`config.mk`:
```
export PLATFORM = sky130hd
export DESIGN_NAME = gameport_paddles
export DESIGN_NICKNAME = d
export VERILOG_FILES = /design/src/rtl/gameport_paddles.sv
export SDC_FILE = /design/constraint.sdc
export NUM_CORES = 1
export LEC_CHECK = 0
export BUFFER_PORTS_ARGS = -buffer_cell sky130_fd_sc_hd__buf_2
export CORE_UTILIZATION = 25
export CTS_CLUSTER_SIZE = 10
export DETAILED_ROUTE_END_ITERATION = 8
export GPL_TIMING_DRIVEN = 0
export HOLD_SLACK_MARGIN = 0.12
export SLEW_MARGIN = 20
export SYNTH_ARGS = -nofsm -noshare
export SYNTH_HDL_FRONTEND = slang
export SYNTH_SLANG_ARGS = --single-unit
```
`constraint.sdc`:
```
create_clock -name CLK_14M -period 10.2 [get_ports CLK_14M]
set_clock_uncertainty 0.05 [all_clocks]
set_input_delay 1.53 -clock CLK_14M [delete_from_list [all_inputs] [get_ports CLK_14M]]
set_output_delay 1.53 -clock CLK_14M [all_outputs]
set_load 0.02 [all_outputs]
```
`src/rtl/gameport_paddles.sv`:
```
// Multi-channel 558-style paddle timer: each strobe loads a scaled, clamped
// count per enabled channel, and pdl stays high while that count drains on CLK_2M ticks.
module gameport_paddles #(
  parameter int CHANNELS     = 4,
  parameter int CENTER       = 2800,
  parameter int GAIN         = 22,
  parameter int CLAMP_THRESH = 5590,
  parameter int MAX_COUNT    = 5650,
  parameter int CNT_W        = 13
) (
  input  logic                  CLK_14M,
  input  logic                  reset,
  input  logic                  CLK_2M,
  input  logic                  PDL_STROBE,
  input  logic [8*CHANNELS-1:0] joy_an,
  input  logic [CHANNELS-1:0]   mode,
  input  logic [CHANNELS-1:0]   ch_en,
  output logic [CHANNELS-1:0]   pdl,
  output logic                  busy
);

  // Wide signed intermediate leaves headroom for large GAIN/CENTER choices.
  localparam int IW = CNT_W + 10;
  localparam logic signed [IW-1:0] CENTER_S = IW'(CENTER);
  localparam logic signed [IW-1:0] GAIN_S   = IW'(GAIN);
  localparam logic signed [IW-1:0] CLAMP_S  = IW'(CLAMP_THRESH);
  localparam logic [CNT_W-1:0]     MAX_C    = CNT_W'(MAX_COUNT);
  localparam logic [CNT_W-1:0]     ONE_C    = {{(CNT_W-1){1'b0}}, 1'b1};

  function automatic logic [CNT_W-1:0] calc_load(input logic [7:0] v, input logic m);
    logic signed [IW-1:0] sv;
    logic signed [IW-1:0] raw;
    logic [CNT_W-1:0]     res;
    if (m) begin
      sv  = $signed({{(IW-8){1'b0}}, v});
      raw = GAIN_S * sv;
    end else begin
      sv  = $signed({{(IW-8){v[7]}}, v});
      raw = CENTER_S + GAIN_S * sv;
    end
    if (raw < $signed({IW{1'b0}})) begin
      res = {CNT_W{1'b0}};
    end else if (raw >= CLAMP_S) begin
      res = MAX_C;
    end else begin
      res = raw[CNT_W-1:0];
    end
    return res;
  endfunction

  logic                clk2m_d;
  logic                tick;
  logic [CNT_W-1:0]    cnt  [CHANNELS];
  logic [CNT_W-1:0]    load [CHANNELS];

  assign tick = ~clk2m_d & CLK_2M;
  assign busy = |pdl;

  always_comb begin
    for (int i = 0; i < CHANNELS; i++) begin
      load[i] = calc_load(joy_an[8*i +: 8], mode[i]);
    end
  end

  // Decrement happens first; a strobe load on the same tick overrides it.
  always_ff @(posedge CLK_14M) begin
    if (reset) begin
      clk2m_d <= 1'b0;
      pdl     <= '0;
      for (int i = 0; i < CHANNELS; i++) begin
        cnt[i] <= {CNT_W{1'b0}};
      end
    end else begin
      clk2m_d <= CLK_2M;
      if (tick) begin
        for (int i = 0; i < CHANNELS; i++) begin
          if (cnt[i] != {CNT_W{1'b0}}) begin
            cnt[i] <= cnt[i] - ONE_C;
            pdl[i] <= 1'b1;
          end else begin
            pdl[i] <= 1'b0;
          end
          if (PDL_STROBE && ch_en[i]) begin
            cnt[i] <= load[i];
          end
        end
      end
    end
  end

endmodule

```
; Word level (Yosys, flattened, before mapping)
; Memory sizes are Yosys's and may differ from the RTL's.
; Index checks and enable logic that the tools add are counted.
; W data, S select, Z words.
[word_totals]
n_memories = 1
output_inout_bits = 5
ram_bits = 52
elab_cells = 100
ff_bits = 5
[op_classes]
magnitude_cmp = 8
multipliers = 8
addsub = 8
reduce_logical = 9
muxes = 54
bitwise_logic = 10
[memory_table]
columns = name, depth, width, rd, rd_clocked_by_memory_dff, wr, line
row1 = cnt, 4, 13, 4, 0, 4, 53  ; logic [CNT_W-1:0] cnt [CHANNELS];
[ops]
columns = op, count
row1 = $mux W13, 16
row2 = $ge A23 B14 Y1 const B, 4
row3 = $lt A23 B1 Y1 const B, 4
row4 = $mux W23, 4
row5 = $add A13 B14 Y15 const A, 4
row6 = $mul A5 B8 Y13 const A, 4
row7 = $reduce_bool A13 Y1, 4
row8 = $sub A13 B1 Y13 const B, 4
row9 = $mul A4 B8 Y12 const A, 4
row10 = $mux W1, 34
row11 = $or A1 B1 Y1, 8
row12 = $logic_and A1 B1 Y1, 4
row13 = $reduce_or A4 Y1, 1
row14 = $and A1 B1 Y1, 1
row15 = $not A1 Y1, 1

; Longest topological paths before layout
; Gate-level depths: netlist of the first run.
; An unclocked memory read counts as a cell.
[logic_depth]
ltp_word = 8
depth_mapped = 17
mapped_depth_nobuf = 15

; Worst setup path before layout of the first run
; Ideal clock, no wire load.
[synth_timing]
path_type = input port to flip-flop
start = in joy_an[25]
end = mem cnt[3][2] (data pin)
path_buffers = 1
setup_slack_ps = 4904
required_ps = 9876
path_stages = 16
setup_ps = 274
arrival_time_ps = 4972
cell_sequence = ha_1 inv_1 fa_1 inv_1 ha_1 nor2b_1 o31ai_2 a21boi_1 o31a_1 o21ai_1 a221o_2 nor3b_4 a31oi_1 or2_1 buf_6 o22ai_2
[synth_lines]
columns = item, line
row1 = start: declaration, 15  ; input logic [8*CHANNELS-1:0] joy_an,
row2 = end: declaration, 53

==> run summary, run 1 <==
DP HPWL: 16200 µm
die width: 187 µm
Critical Path AT: 5.70 ns
hold wc startpoint: pdl[2]
peak supply drop: 0.0646 mV
Avg Inst Size Synth: 8.36 µm²
ys flop type: edfxtp_1
Worst slew margin: 0.350
largest net degree at the start of global routing: 14
main combinational cell family by area after synthesis: compound AO/OA/AOI/OAI gates
Detailed Route WL: 19800 µm
final setup violation count: 0
H-tree level count: 3
initial antenna violation count: 0
CTS Buf Count: 9
diodes inserted: 0
post-synthesis adder-cell area fraction: 0.205
worst path required time: 10.20 ns
clock root buffer: clkbuf_16
Max Fclk: 175 MHz
Core Area: 33500 µm²
Sw Pwr: 0.000682 W
RSZ-0062 raised after global routing: no
Yosys cell types: 79
Logic pwr share: 0.590
CP startpoint: joy_an[25]
Final TNS setup: 0 ns
Tightest Pin Transition: 0.966 ns
Synth Net Count: 1193
first-pass GRT wire length: 33800 µm
number of synthesized flops with an enable pin: 52
Bufs and invs on worst path: 4
Post-synth ARST share: 0
static leakage: 4.06 nW
Power Density: 165 nW/µm²
global route overflow: 0
Flop pwr share: 0.192
clock share of power: 0.218
I/O pin count: 49
routed len/inst: 12.9 µm
Final nets: 1251
register area share after synthesis: 0.195
CTS tree: built
vias in the first global route: 7206
CTS clock-pin slew for the worst setup and hold paths: 0.05 ns
CTS Buffer Depth: 2
FF-to-FF Start: cnt[1][5]
fin crit period: 5.70 ns
Syn. warnings: 0
antenna-violating nets left: 0
sw frac: 0.428
Area Overhead vs Synth: 13.4%
DRC violations left: 0
final RePlAce weighted congestion: 0.830
share of layout cells above drive strength 1: 0.0867
Final period util: 0.559
CP Class: in -> reg
Sink Count: 57
Setup Slack @ Placement: 4.17 ns
commonest non-fill, non-tap cell in the layout: inv_1
Max FO, Critical Path: 6
Setup crit end kind: flip-flop
vias per cell: 4.88
FP Rows: 67
critical path's largest stage delay: 0.53 ns
commonest cells after routing, fill and taps aside: 111 x inv_1, 108 x ha_1, 78 x nor2_1, 59 x xnor2_1, 59 x nand2_1
r2r setup slk: 6.98 ns
Hold Violations, Final: 0
slowest CP cell: xnor2_1
post-CTS setup repair buffer count: 0
Simple-Gate Fraction of Synth Area: 0.179
final slew viol count: 0
Compound-Gate Fraction of Synth Area: 0.231
Synth Area in XOR/XNOR: 0.113
status: complete, no violations
chip height: 187 µm
drt pass-1 iters: 4
area of the die: 34900 µm²
min-delay worst type: reg -> reg
post-CTS resize count: 0
Initial Utilization: 0.254
worst-path cell chain: buf_2 -> ha_1 -> inv_1 -> fa_1 -> inv_1 -> ha_1 -> nor2b_1 -> o31ai_2 -> a32oi_1 -> xnor2_1 -> o221ai_1 -> a221o_2 -> nor3b_4 -> a31oi_1 -> or2_1 -> buf_6 -> o22ai_2
register bit total from synthesis: 57
max_cap viols: 0
slack of the critical path: 4.50 ns
Post-Synthesis Cells: 1021
Syn Std Cell Area: 8530 µm²
Int Pwr: 0.000911 W
Post-CTS Hold Buffers: 0
Worst-Skew Late Latency: 0.32 ns
crit-path leading delay family: compound AO/OA/AOI/OAI gates
detailed-route via count: 7469
fraction of synthesized area in multiplexers: 0.0189
initial DRC count: 321
Worst setup SP type: input pin
GRT Total Usage: 0.114
PortBufs: 47
-- power groups by stage --
stage / logic [W] / clock network (W) / registers (W)
5_1_grt: 0.00106 / 0.000366 / 0.000309
3_3_place_gp: 0.000913 / 0 / 0.000309
2_1_floorplan: 0.000744 / 0 / 0.000306
4_1_cts: 0.000938 / 0.000353 / 0.000305
3_5_place_dp: 0.000930 / 0 / 0.000310
6_report: 0.000940 / 0.000348 / 0.000305
-- Yosys cell counts (all sizes together), types with 4 or more instances --
master	instances	area, µm²
a2111oi	6	53.8
a211o	7	61.3
a211oi	14	105
a21boi	4	30.0
a21o	15	113
a21oi	53	269
a31oi	11	68.8
and2	8	50.1
and3	9	56.3
buf	4	30.0
clkbuf	14	52.6
dfxtp	5	100
edfxtp	52	1560
fa	20	400
ha	108	1350
inv	111	417
mux2	6	71.3
mux2i	9	90.1
nand2	59	221
nand2b	31	194
nand3	16	80.1
nand4	7	43.8
nor2	78	293
nor2b	11	68.8
nor3	35	175
nor4	5	31.3
o2111ai	4	35.0
o211a	4	40.0
o211ai	5	37.5
o21a	16	120
o21ai	49	245
o21bai	7	52.6
o221ai	5	43.8
o22ai	26	200
o311ai	5	51.3
o31a	7	61.3
o31ai	17	138
o32ai	6	52.6
or2	7	43.8
or3	19	124
or4	4	30.0
xnor2	59	517
xor2	51	447
-- metal layers --
| layer | vias up | track usage | part of all wire |
|---|---|---|---|
| met5 | - | 0 | 0 |
| met4 | 0 | 0.0290 | 0.011 |
| met3 | 21 | 0.0107 | 0.029 |
| met2 | 102 | 0.189 | 0.46 |
| met1 | 3500 | 0.157 | 0.50 |
| li1 | 3846 | - | - |
-- worst paths after layout --
kind | end | cells after the start
setup / recovery | cnt[3][7] | 17
hold / removal | pdl[2] | 2
setup reg to reg | cnt[1][1] | 6
hold reg to reg | pdl[2] | 2
-- worst reg2reg max path: cells and delay by family, from the launching register on --
family	cells	cell delay [ns]
AO/OA/AOI/OAI	1	0.34
flip-flops	1	0.42
AND/OR/NAND/NOR	5	2.02
-- registers in the layout, summed over array words and instances (netlist names) --
signal,cells
clk2m_d,1
pdl,4
cnt,52
-- cell families after synthesis --
family                     after synthesis
AOI/OAI and AO/OA                      281
xor gates and xnor gates               110
adders and majority gates              128
buffers and inverters                  129
DFF                                     57
muxes                                   15
and+or+nand+nor                        301
-- final cells by class --
type	count	area, µm²
inverters	111	417
plain buffers	18	82.6
repair buffers	47	235
well taps	448	561
flip-flops and latches	57	1660
fillers	3619	23900
multi-input cells	835	6370
clock buffers	11	243
clock inverters	5	104
-- metrics by stage --
| step | power [W] | instance area [µm²] | cells | utilization | hold slack, ns |
|---|---|---|---|---|---|
| finish | 0.00159 | 9680 | 1532 | 0.289 | 0.474 |
| global route | 0.00174 | 9680 | 1532 | 0.289 | 0.506 |
| CTS | 0.00160 | 9680 | 1532 | 0.289 | 0.473 |
| detailed placement | 0.00124 | 9330 | 1516 | 0.278 | 0.462 |
| global placement | 0.00122 | 9330 | 1516 | 0.278 | 0.453 |
| floorplan | 0.00105 | 8530 | 1021 | - | 0.427 |
No activity file was read; power rests on OpenSTA's default activity.
==> run 2, diff against run 1 <==
- ABC_AREA: not set -> 1
- clock period: 10.2 -> 5.6 ns (I/O delays scaled with it)
==> run summary, run 2 <==
status: finished, violations left
failing checks: DRC
fin crit period: 3.89 ns
global route overflow: 0 (unchanged)
fin util: 0.287 (-0.00155)
Syn. warnings: 0 (unchanged)
worst path required time: 5.61 ns (-4.59 ns)
Synth Net Count: 1526 (+28%)
min-delay worst type: reg -> reg
Post-Synthesis Cells: 1354 (+33%)
DRC violations left: 4 (+4)
GRT Total Usage: 0.109 (-0.00412)
Synth area leader: edfxtp_1
first-pass GRT wire length: 35100 µm (+3.8%)
Syn Std Cell Area: 9170 µm² (+7.5%)
Worst setup SP type: input pin
CTS tree: built
slowest CP cell: fa_1
antenna-violating nets left: 0 (unchanged)
vias in the first global route: 7872 (+9.2%)
PortBufs: 47 (unchanged)
vias per cell: 4.38 (-10%)
register bit total from synthesis: 57 (unchanged)
max FFs per register: 52 (unchanged)
DP HPWL: 16800 µm (+3.8%)
Worst-Skew Late Latency: 0.33 ns (about the same)
Post-Layout Cell Count: 1878 (+23%)
register area share after synthesis: 0.181 (-0.0135)
peak supply drop: 0.142 mV (+120%)
CP Class: in -> reg
H-tree level count: 3 (unchanged)
share of layout cells above drive strength 1: 0.147 (+0.0601)
area share of the largest cell type after synthesis: 0.170 (-0.0127)
final RePlAce weighted congestion: 0.827 (-0.33%)
post-CTS setup repair buffer count: 0 (unchanged)
hold wc startpoint: pdl[0]
Most flops, register: cnt
Critical Path AT: 3.90 ns (-1.80 ns)
Max FO, Critical Path: 10 (+4)
routed len/inst: 10.5 µm (-19%)
Final TNS setup: 0 ns (unchanged)
Tightest Pin Transition: 0.731 ns (-0.235 ns)
Final nets: 1584 (+27%)
Largest regs: cnt: 52 flops, pdl: 4 flops, clk2m_d: 1 flops
top-count cell post-synth: nand2_1
Post-synth ARST share: 0 (unchanged)
static leakage: 5.41 nW (+33%)
Cells after DPL: 1862 (+23%)
met2 WL: 8940 µm (-2.7%)
commonest cells after routing, fill and taps aside: 322 x nand2_1, 246 x inv_1, 115 x nand3_1, 108 x ha_1, 83 x nor2_1
max_cap viols: 0 (unchanged)
Detailed Route WL: 19700 µm (-0.77%)
Hold Violations, Final: 0 (unchanged)
post-CTS resize count: 0 (unchanged)
Sink Count: 57 (unchanged)
ys flop type: edfxtp_1
Final period util: 0.694
Max Fclk: 257 MHz
commonest non-fill, non-tap cell in the layout: nand2_1
r2r setup slk: 2.54 ns (-4.44 ns)
area of the die: 37500 µm² (+7.4%)
critical path's largest stage delay: 0.50 ns (-0.03 ns)
Final Power: 0.00278 W (+74%)
diodes inserted: 0 (unchanged)
detailed-route via count: 8218 (+10%)
Top Metal Used: met4
metal3 WL: 483 µm (-16%)
hold path depth: 2 (unchanged)
initial DRC count: 350 (+9.0%)
Power Density: 270 nW/µm² (+64%)
Worst slew margin: 0.511 (+0.161)
Metal-1 WL: 10000 µm (+2.3%)
final setup violation count: 0 (unchanged)
Post-CTS Hold Buffers: 0 (unchanged)
Worst Hold Path EP: pdl[0]
drt pass-1 iters: 9 (+5)
chip height: 194 µm (+3.6%)
Area Overhead vs Synth: 12.1%
Synth top cells by count: 322 x nand2_1, 246 x inv_1, 115 x nand3_1
ranking of synthesized cells by area: edfxtp_1 17%, ha_1 15%, nand2_1 13%
RSZ-0062 raised after global routing: no
Setup crit end kind: flip-flop
die width: 194 µm (+3.6%)
slack of the critical path: 1.71 ns (-2.78 ns)
Avg Inst Size Synth: 6.77 µm² (-19%)
Setup Slack @ Placement: 1.39 ns (-2.77 ns)
CTS Buffer Depth: 2 (unchanged)
FP Rows: 69 (+3.0%)
CTS Buf Count: 9 (unchanged)
Core Area: 35800 µm² (+6.8%)
number of synthesized flops with an enable pin: 52 (unchanged)
Initial Utilization: 0.256 (+0.00150)
initial antenna violation count: 0 (unchanged)
largest net degree at the start of global routing: 14 (unchanged)
final slew viol count: 0 (unchanged)
worst-path cell chain: buf_2 -> ha_1 -> inv_1 -> fa_1 -> inv_1 -> ha_1 -> xnor2_1 -> inv_1 -> ha_1 -> o21a_1 -> o21ai_0 -> nand2_1 -> nor2_1 -> nand2_1 -> nand3_1 -> nand2_1 -> nand2_1 -> nand2_2 -> buf_6 -> nand4_1 -> a21oi_1
most used cell, CP: nand2_1
I/O pin count: 49 (unchanged)
FF-to-FF Start: cnt[2][0]
Yosys cell types: 51 (-35%)
CTS clock-pin slew for the worst setup and hold paths: 0.05 ns (about the same)
Reg2Reg Depth: 13 (+7)
Reg-to-Reg End: cnt[2][5]
clock root buffer: clkbuf_16
## run 2: cell count changes in the layout (fill, tap and decap cells not counted), sizes merged, moves of 14 or more
cell    previous run  this run
nor3              35        15
nand2             59       379
or3               19         2
a211oi            14         0
inv              111       262
o22ai             26         2
nand3             16       131
o31ai             17         1
nand2b            31         0
xnor2             59        21
nand4              7        43
a21oi             53        81
xor2              51        34
## run 2: worst max-delay path: cells and delay by family
kind                       cells  cell delay (ns)
adders and majority gates      4             1.43
and+or+nand+nor                8             0.56
buffers and inverters          5             0.44
AOI/OAI and AO/OA              3             0.34
xor gates and xnor gates       1             0.27
## run 2: metal layers
metal / vias up / track usage
met5: - / 0
met2: 83 / 0.186
met1: 3622 / 0.148
met3: 12 / 0.0119
li1: 4501 / -
met4: 0 / 0.0255
## run 2: cell type report
| type | instances | area, µm² |
|---|---|---|
| plain buffers | 20 | 161 |
| clock buffers | 11 | 243 |
| clock inverters | 5 | 56.3 |
| fillers | 3891 | 25500 |
| inverters | 263 | 990 |
| multi-input cells | 1014 | 6360 |
| flip-flops and latches | 57 | 1660 |
| well taps | 461 | 577 |
| repair buffers | 47 | 235 |
## run 2: kinds of logic after synthesis
group / synth area share
AND/OR/NAND/NOR: 0.347
buffers and inverters: 0.126
AO/OA/AOI/OAI: 0.0997
adder cells (fa/ha/maj): 0.191
flip-flops: 0.181
XOR/XNOR: 0.0558
## run 2: worst max path at each step
stage               startpoint        end  slack, ns  cells past startpoint
floorplan            joy_an[1]  cnt[0][3]       1.80                     20
global placement     joy_an[1]  cnt[0][8]       1.40                     21
detailed placement   joy_an[1]  cnt[0][8]       1.39                     21
CTS                  joy_an[1]  cnt[0][8]       1.73                     21
global route         joy_an[1]  cnt[0][8]       1.36                     21
finish               joy_an[1]  cnt[0][8]       1.71                     21
## run 2: power by group
| group | internal [W] | switching (W) | total, W | leakage, nW |
|---|---|---|---|---|
| Combinational | 0.000626 | 0.00106 | 0.00168 | 4.66 |
| Sequential | 0.000516 | 0.0000325 | 0.000548 | 0.597 |
| Clock | 0.000355 | 0.000193 | 0.000548 | 0.145 |
| Total | 0.00150 | 0.00128 | 0.00278 | 5.41 |
## run 2: stage by stage
step | hold WS [ns] | cell area (µm²)
after global placement | 0.454 | 9980
after detailed placement | 0.464 | 9980
after floorplan | 0.434 | 9170
after global routing | 0.496 | 10300
after CTS | 0.471 | 10300
final | 0.461 | 10300
